[src/rtl/shift_add_mul.sv]
// Sequential 8x8 shift-and-add multiplier: one load cycle, then eight enabled iterations.
// Define SHIFT_ADD_MUL_SIGNED_EN for two's-complement operands and product.
module shift_add_mul (
   input  logic        clk,
   input  logic        rst,
   input  logic        start,
   input  logic        enable,
   input  logic [7:0]  multiplicand,
   input  logic [7:0]  multiplier,
   output logic [15:0] product,
   output logic        done
);

   typedef enum logic [1:0] {IDLE, RUN, DONE} state_t;

   state_t      r_state;
   state_t      w_nextState;
   logic [8:0]  r_a;
   logic [7:0]  r_q;
   logic [7:0]  r_m;
   logic [2:0]  r_count;
   logic        r_done;

   logic        w_step;
   logic        w_last;
   logic [8:0]  w_mExt;
   logic [8:0]  w_sum;
   logic [8:0]  w_nextA;
   logic [7:0]  w_nextQ;

   assign w_step = (r_state == RUN) && enable && !start;
   assign w_last = (r_count == 3'd7);

`ifdef SHIFT_ADD_MUL_SIGNED_EN
   // The multiplier's sign bit carries negative weight, so the final step subtracts M.
   assign w_mExt = {r_m[7], r_m};

   always_comb begin
      w_sum = r_a;
      if (r_q[0]) begin
         if (w_last) begin
            w_sum = r_a - w_mExt;
         end else begin
            w_sum = r_a + w_mExt;
         end
      end
   end

   assign w_nextA = {w_sum[8], w_sum[8:1]};
`else
   assign w_mExt  = {1'b0, r_m};
   assign w_sum   = r_q[0] ? (r_a + w_mExt) : r_a;
   assign w_nextA = {1'b0, w_sum[8:1]};
`endif

   assign w_nextQ = {w_sum[0], r_q[7:1]};

   always_comb begin
      w_nextState = r_state;
      if (start) begin
         w_nextState = RUN;
      end else begin
         case (r_state)
            RUN:     if (enable && w_last) w_nextState = DONE;
            default: w_nextState = r_state;
         endcase
      end
   end

   always_ff @(posedge clk or posedge rst) begin
      if (rst) begin
         r_state <= IDLE;
      end else begin
         r_state <= w_nextState;
      end
   end

   // Start wins over enable; done is only set on the eighth iteration.
   always_ff @(posedge clk or posedge rst) begin
      if (rst) begin
         r_a     <= 9'd0;
         r_q     <= 8'd0;
         r_m     <= 8'd0;
         r_count <= 3'd0;
         r_done  <= 1'b0;
      end else if (start) begin
         r_a     <= 9'd0;
         r_q     <= multiplier;
         r_m     <= multiplicand;
         r_count <= 3'd0;
         r_done  <= 1'b0;
      end else if (w_step) begin
         r_a     <= w_nextA;
         r_q     <= w_nextQ;
         r_count <= r_count + 3'd1;
         if (w_last) begin
            r_done <= 1'b1;
         end
      end
   end

   assign product = {r_a[7:0], r_q};
   assign done    = r_done;

endmodule

[config.mk]
export PLATFORM = sky130hd
export DESIGN_NAME = shift_add_mul
export DESIGN_NICKNAME = d
export VERILOG_FILES = /design/src/rtl/shift_add_mul.sv
export SDC_FILE = /design/constraint.sdc
export NUM_CORES = 1
export LEC_CHECK = 0
export CELL_PAD_IN_SITES_DETAIL_PLACEMENT = 2
export CELL_PAD_IN_SITES_GLOBAL_PLACEMENT = 2
export CORE_MARGIN = 3
export CORE_UTILIZATION = 29
export CTS_BUF_LIST = sky130_fd_sc_hd__clkbuf_2 sky130_fd_sc_hd__clkbuf_4 sky130_fd_sc_hd__clkbuf_8
export CTS_CLUSTER_SIZE = 24
export DETAILED_ROUTE_END_ITERATION = 12
export GPL_ROUTABILITY_DRIVEN = 0
export PLACE_DENSITY_LB_ADDON = 0.05
export SLEW_MARGIN = 20
export SYNTH_ARGS = -nofsm -noshare
export SYNTH_HDL_FRONTEND = slang
export SYNTH_SLANG_ARGS = --single-unit
export TNS_END_PERCENT = 10
[constraint.sdc]
create_clock -name clk -period 2 [get_ports clk]
set_clock_uncertainty 0.2 [all_clocks]
set_input_delay 0.3 -clock clk [delete_from_list [all_inputs] [get_ports clk]]
set_output_delay 0.3 -clock clk [all_outputs]
set_load 0.01 [all_outputs]
======== After elaboration in Yosys (flattened, before gate mapping) ========
Index checks and enable logic that the tools add are counted.
cells by class
  $mul .................................... 0
  divide/modulo/power cells ............... 0
  shifts and indexed selects .............. 0
  equal/unequal tests ..................... 2
  reductions and logical operators ........ 10
  multiplexer cells ....................... 13
  bitwise logic cells ..................... 0
  order comparisons ....................... 0
  add/subtract/negate cells ............... 2
operators by type and width
  cell                                                  count
  two-way mux 9 bit                                     3
  two-way mux 8 bit                                     2
  adder 9 x 8 -> 9 bit                                  1
  nonzero test 2 bit                                    4
  two-way mux 2 bit                                     3
  two-way mux 3 bit                                     2
  AND reduction 2 bit                                   2
  adder 3 x 1 -> 3 bit (second input constant)          1
  equality test 3 bit (second input constant)           1
  logical AND 1 bit                                     3
  two-way mux 1 bit                                     3
  equality test 2 x 1 -> 1 bit (second input constant)  1
  zero test 1 bit                                       1
word-level totals
  output and inout bits ................... 17
  memories kept ........................... 0
  bits in read-only memories .............. 0
  bits in latches ......................... 0
  logic and storage cells ................. 33
  register bits ........................... 31
  RAM bits ................................ 0

======== Longest topological paths before layout ========
Gate-level depths: netlist of run 1.
  depth after elaboration ................. 5
  mapped depth ............................ 7
  depth with buffers taken out ............ 7

======== Worst setup path after synthesis of run 1 ========
No wires, ideal clock.
  path kind ............................... reg2reg
  start point ............................. reg r_a[0]
  end point ............................... reg r_a[3]
  stages on the path, launching flop included .. 8
  slack ................................... -10 ps
  required time ........................... 1677 ps
  path buffers ............................ 0
  data arrival time ....................... 1688 ps
  path through ............................ dfrtp_1 ha_1 inv_1 fa_1 nor2b_4 o31a_1 a211oi_2 o221a_2
between the ends
  word-level cells in the longest chain between the ends .. 4
RTL lines
  what                    line  text
  from (decl)             18    logic [8:0] r_a;
  from (signal assigned)  93    r_a <= w_nextA;
  adder 9 x 8 -> 9 bit    52    assign w_sum = r_q[0] ? (r_a + w_mExt) : r_a;
  two-way mux 9 bit       52
  two-way mux 9 bit       92    end else if (w_step) begin
  two-way mux 9 bit       86    end else if (start) begin
No other way between the ends. The select of a mux whose other input is x is not followed.
A chain may end at the register's enable or synchronous reset.

======== Worst setup path in the final report of run 1 ========
Ends and elaborated chain as after synthesis.

==> reports/qor.csv, run 1 <==
stage;metric;value;unit
worst_setup_path;r2r worst-path depth;7;
global_routing;number of antenna violations at the first check in global routing;0;
pwr;Leak Pwr;1.01;nW
worst_setup_path;R2R Setup Slk;3;ps
worst_setup_path;CP endpoint;r_a[3]$_DFFE_PP0P_;
logic_synthesis;Ys Warns;0;
worst_hold_path;worst hold-check path type;primary input to async pin;
placement;Final HPWL DP;3.71;mm
cells_and_area;P&R area growth vs syn;34.3;%
cts;CTS sink count;30;
floorplan;core area;0.00557;mm²
detailed_routing;TritonRoute pass-1 iters;4;
floorplan;die height;82.4;µm
worst_setup_path;CP Capture Type;register;
logic_synthesis;Avg Inst Size Synth;10.0;µm²
logic_synthesis;sequential share of the synthesized area;44.3;%
global_routing;met3 Resource Use GR;3.58;%
detailed_routing;Iteration-0 DRC Markers;26;
logic_synthesis;Synth cell types;40;
global_routing;met1 Usage GRT;19.4;%
sta;Slew Limit Fails;0;
floorplan;Initial Util;30.4;%
status;status;finished clean;
global_routing;largest net degree at the start of global routing;31;
cts;Root Buffer;clkbuf_8;
logic_synthesis;Synth Net Count;200;
cells_and_area;multi-input combinational cell area;870;µm²
worst_setup_path;Worst Path Max Fanout;4;
logic_synthesis;cell count after synthesis;169;
global_routing;Most Crowded Layer GR;met2;
global_routing;global routing usage on met2;28.1;%
worst_setup_path;Crit-path slowest cell;dfrtp_1;
detailed_routing;drt wl/cell;17.5;µm
cells_and_area;# fillers;622;
worst_setup_path;max incr delay on CP;360;ps
worst_setup_path;reg-to-reg endpoint;r_a[3]$_DFFE_PP0P_;
sta;WHS;207;ps
pwr;Comb power frac;25.8;%
logic_synthesis;cell with the most instances after synthesis;dfrtp_1;
worst_setup_path;Crit path required time;1960;ps
logic_synthesis;mapped cell area;0.00169;mm²
cells_and_area;diode count;0;
worst_setup_path;critical-path cell list;ha_2, inv_2, fa_2, nor2b_4, o31a_1, a211oi_2, o221a_2;
cts;Clock Tree Buf Depth;2;
pwr;total power;1.60;mW
sta;Worst Tran Pin Value;397;ps
detailed_routing;routed via count;1506;
detailed_routing;antenna viol nets, final;0;
logic_synthesis;synth top area cells;dfrtp_1 44%, ha_1 7.4%, nand2_1 5.1%;
pwr;PD cells;702;mW/mm²
worst_setup_path;crit path DAT;1960;ps
sta;final worst path period share;99.8;%
detailed_routing;drc violations;0;
global_routing;vias in the first global route;1642;
detailed_routing;final wirelength;4.98;mm
worst_setup_path;worst r2r src;r_a[0]$_DFFE_PP0P_;
pwr;Clock power frac;30.4;%
floorplan;cell row count;27;
sta;Slew HR;73.5;%
global_routing;first-pass GRT wire length;8.20;mm
sta;FMAX;501;MHz
cts;Clock Latency Late Sink;270;ps
sta;Final Critical Period;2000;ps
global_routing;All-Layer GR Usage;16.1;%
pwr;Peak supply drop;252;µV
floorplan;die area;0.00679;mm²
cts;H-Tree Depth;2;
sta;final setup vio count;0;
cts;clock-pin slew on the worst setup and hold paths;60;ps
cts;CTS Buf Count;5;
detailed_routing;Vias/cell;5.28;
pwr;cell internal pwr;1.13;mW
cts;CTS tree;yes;
logic_synthesis;leading area contributor after synthesis;dfrtp_1;
cells_and_area;nets;245;
logic_synthesis;flip-flop and latch count after synthesis;30;
placement;Port Buf Inserts;36;
floorplan;Die W;82.4;µm
job;Max Cap Viol;0;
logic_synthesis;top_reg_cell synth;dfrtp_1;
pwr;Flop pwr share;43.8;%
logic_synthesis;FFs w/ async S/R, synth;100;%
cells_and_area;fraction of layout cells with a size suffix above 1;16.4;%
pwr;Sw Share;29.1;%
sta;final hold vios;0;
logic_synthesis;most frequent cells after synthesis;30 x dfrtp_1, 23 x nand2_1, 12 x a21oi_1;
worst_setup_path;CP startpoint;r_a[0]$_DFFE_PP0P_;
global_routing;GRT overflow;0;
worst_setup_path;critical path class;register to register;
logic_synthesis;Synth top area share;44.3;%
worst_setup_path;startpoint types;register;
cells_and_area;Register Area;751;µm²
pwr;P_sw;0.464;mW
logic_synthesis;Post-synth EDFFs;0;
sta;RSZ-0062 raised after global routing;yes;
floorplan;I/O pins;37;
-- cell families after synthesis --
group / Yosys count / synth area share (%)
fa+ha+maj: 11 / 8.57
buf+inv: 16 / 4.65
flops: 30 / 44.3
compound gates: 47 / 18.1
simple gates: 48 / 14.0
mux: 14 / 8.79
xor+xnor: 3 / 1.55
-- flip-flops by register name, indices dropped and copies added (netlist names) --
name,cells
r_state,2
r_m,8
r_a,8
done,1
r_count,3
r_q,8
-- final cells by class --
| cell class | count | area share (%) |
|---|---|---|
| well taps | 72 | 3.96 |
| flip-flops and latches | 30 | 33.0 |
| multi-input cells | 123 | 38.2 |
| clock buffers | 6 | 3.63 |
| inverters | 7 | 1.16 |
| repair buffers | 47 | 20.0 |
-- cell usage in the layout, fill, tap and decap left out, drive strengths merged, types with 2 or more instances in the layout --
cell	count
clkbuf	6
clkdlybuf4s50	36
and3	2
a211oi	3
inv	7
nand2	23
o21a	2
nor4	2
a21o	5
or2	2
a21oi	12
buf	11
nor2	7
o211ai	5
mux2	7
ha	10
mux2i	7
xnor2	2
nand3	4
o21ai	12
dfrtp	30
and4	2
a31oi	2
-- critical path: cells and delay by family (launching register included) --
kind	cells	cell delay [ps]
AO/OA/AOI/OAI	3	600
adder cells (fa/ha/maj)	2	550
flip-flops	1	360
AND/OR/NAND/NOR	1	150
buffers and inverters	1	40
-- per-stage QoR --
| stage | cell area, µm² | instances | util [%] | setup TNS (ps) | setup slack [ps] |
|---|---|---|---|---|---|
| final | 2270 | 285 | 40.8 | 0 | 3.02 |
| after global routing | 2270 | 285 | 40.8 | -131 | -71.5 |
| after CTS | 2270 | 285 | 40.8 | -1.46 | -1.46 |
| after detailed placement | 2180 | 278 | 39.2 | -12.2 | -12.2 |
| after global placement | 2180 | 278 | 39.2 | 0 | 47.4 |
| after floorplan | 1700 | 169 | - | 0 | 37.4 |
-- power by group through the flow --
stage | registers [mW] | logic (mW) | clock network (mW)
5_1_grt | 0.707 | 0.453 | 0.531
3_3_place_gp | 0.707 | 0.397 | 0
6_report | 0.700 | 0.413 | 0.486
4_1_cts | 0.701 | 0.418 | 0.501
2_1_floorplan | 0.711 | 0.223 | 0
3_5_place_dp | 0.712 | 0.410 | 0
-- worst min-delay path by stage --
stage                                       from  depth (start not counted)                     end
after floorplan                              rst                          1        done$_DFFE_PP0P_
after global placement          done$_DFFE_PP0P_                          2        done$_DFFE_PP0P_
after detailed placement  r_state[1]$_DFFE_PP0P_                          2  r_state[1]$_DFFE_PP0P_
after CTS                                    rst                          3      r_a[6]$_DFFE_PP0P_
after global routing                         rst                          3  r_count[2]$_DFFE_PP0P_
final                                        rst                          3        done$_DFFE_PP0P_
-- routing by layer --
metal / routed length (µm) / part of all wire, %
met1: 2230 / 45
met2: 2520 / 51
met3: 154 / 3.1
met4: 80 / 1.6
met5: 0 / 0
-- repair_timing --
item	4_1_cts	5_1_grt
hold buffers	0	0
setup endpoints to repair	2	4
setup buffers	1	0
pin swaps	2	2
gates resized for setup	1	0
No activity file was read; power rests on OpenSTA's default activity.
==> run 2: changes to the inputs <==
- CTS_CLUSTER_DIAMETER: unset -> 40
- HOLD_SLACK_MARGIN: unset -> 0.05
==> results of run 2 <==
No change in the layout: final DEF, timing and power equal those of run 1.
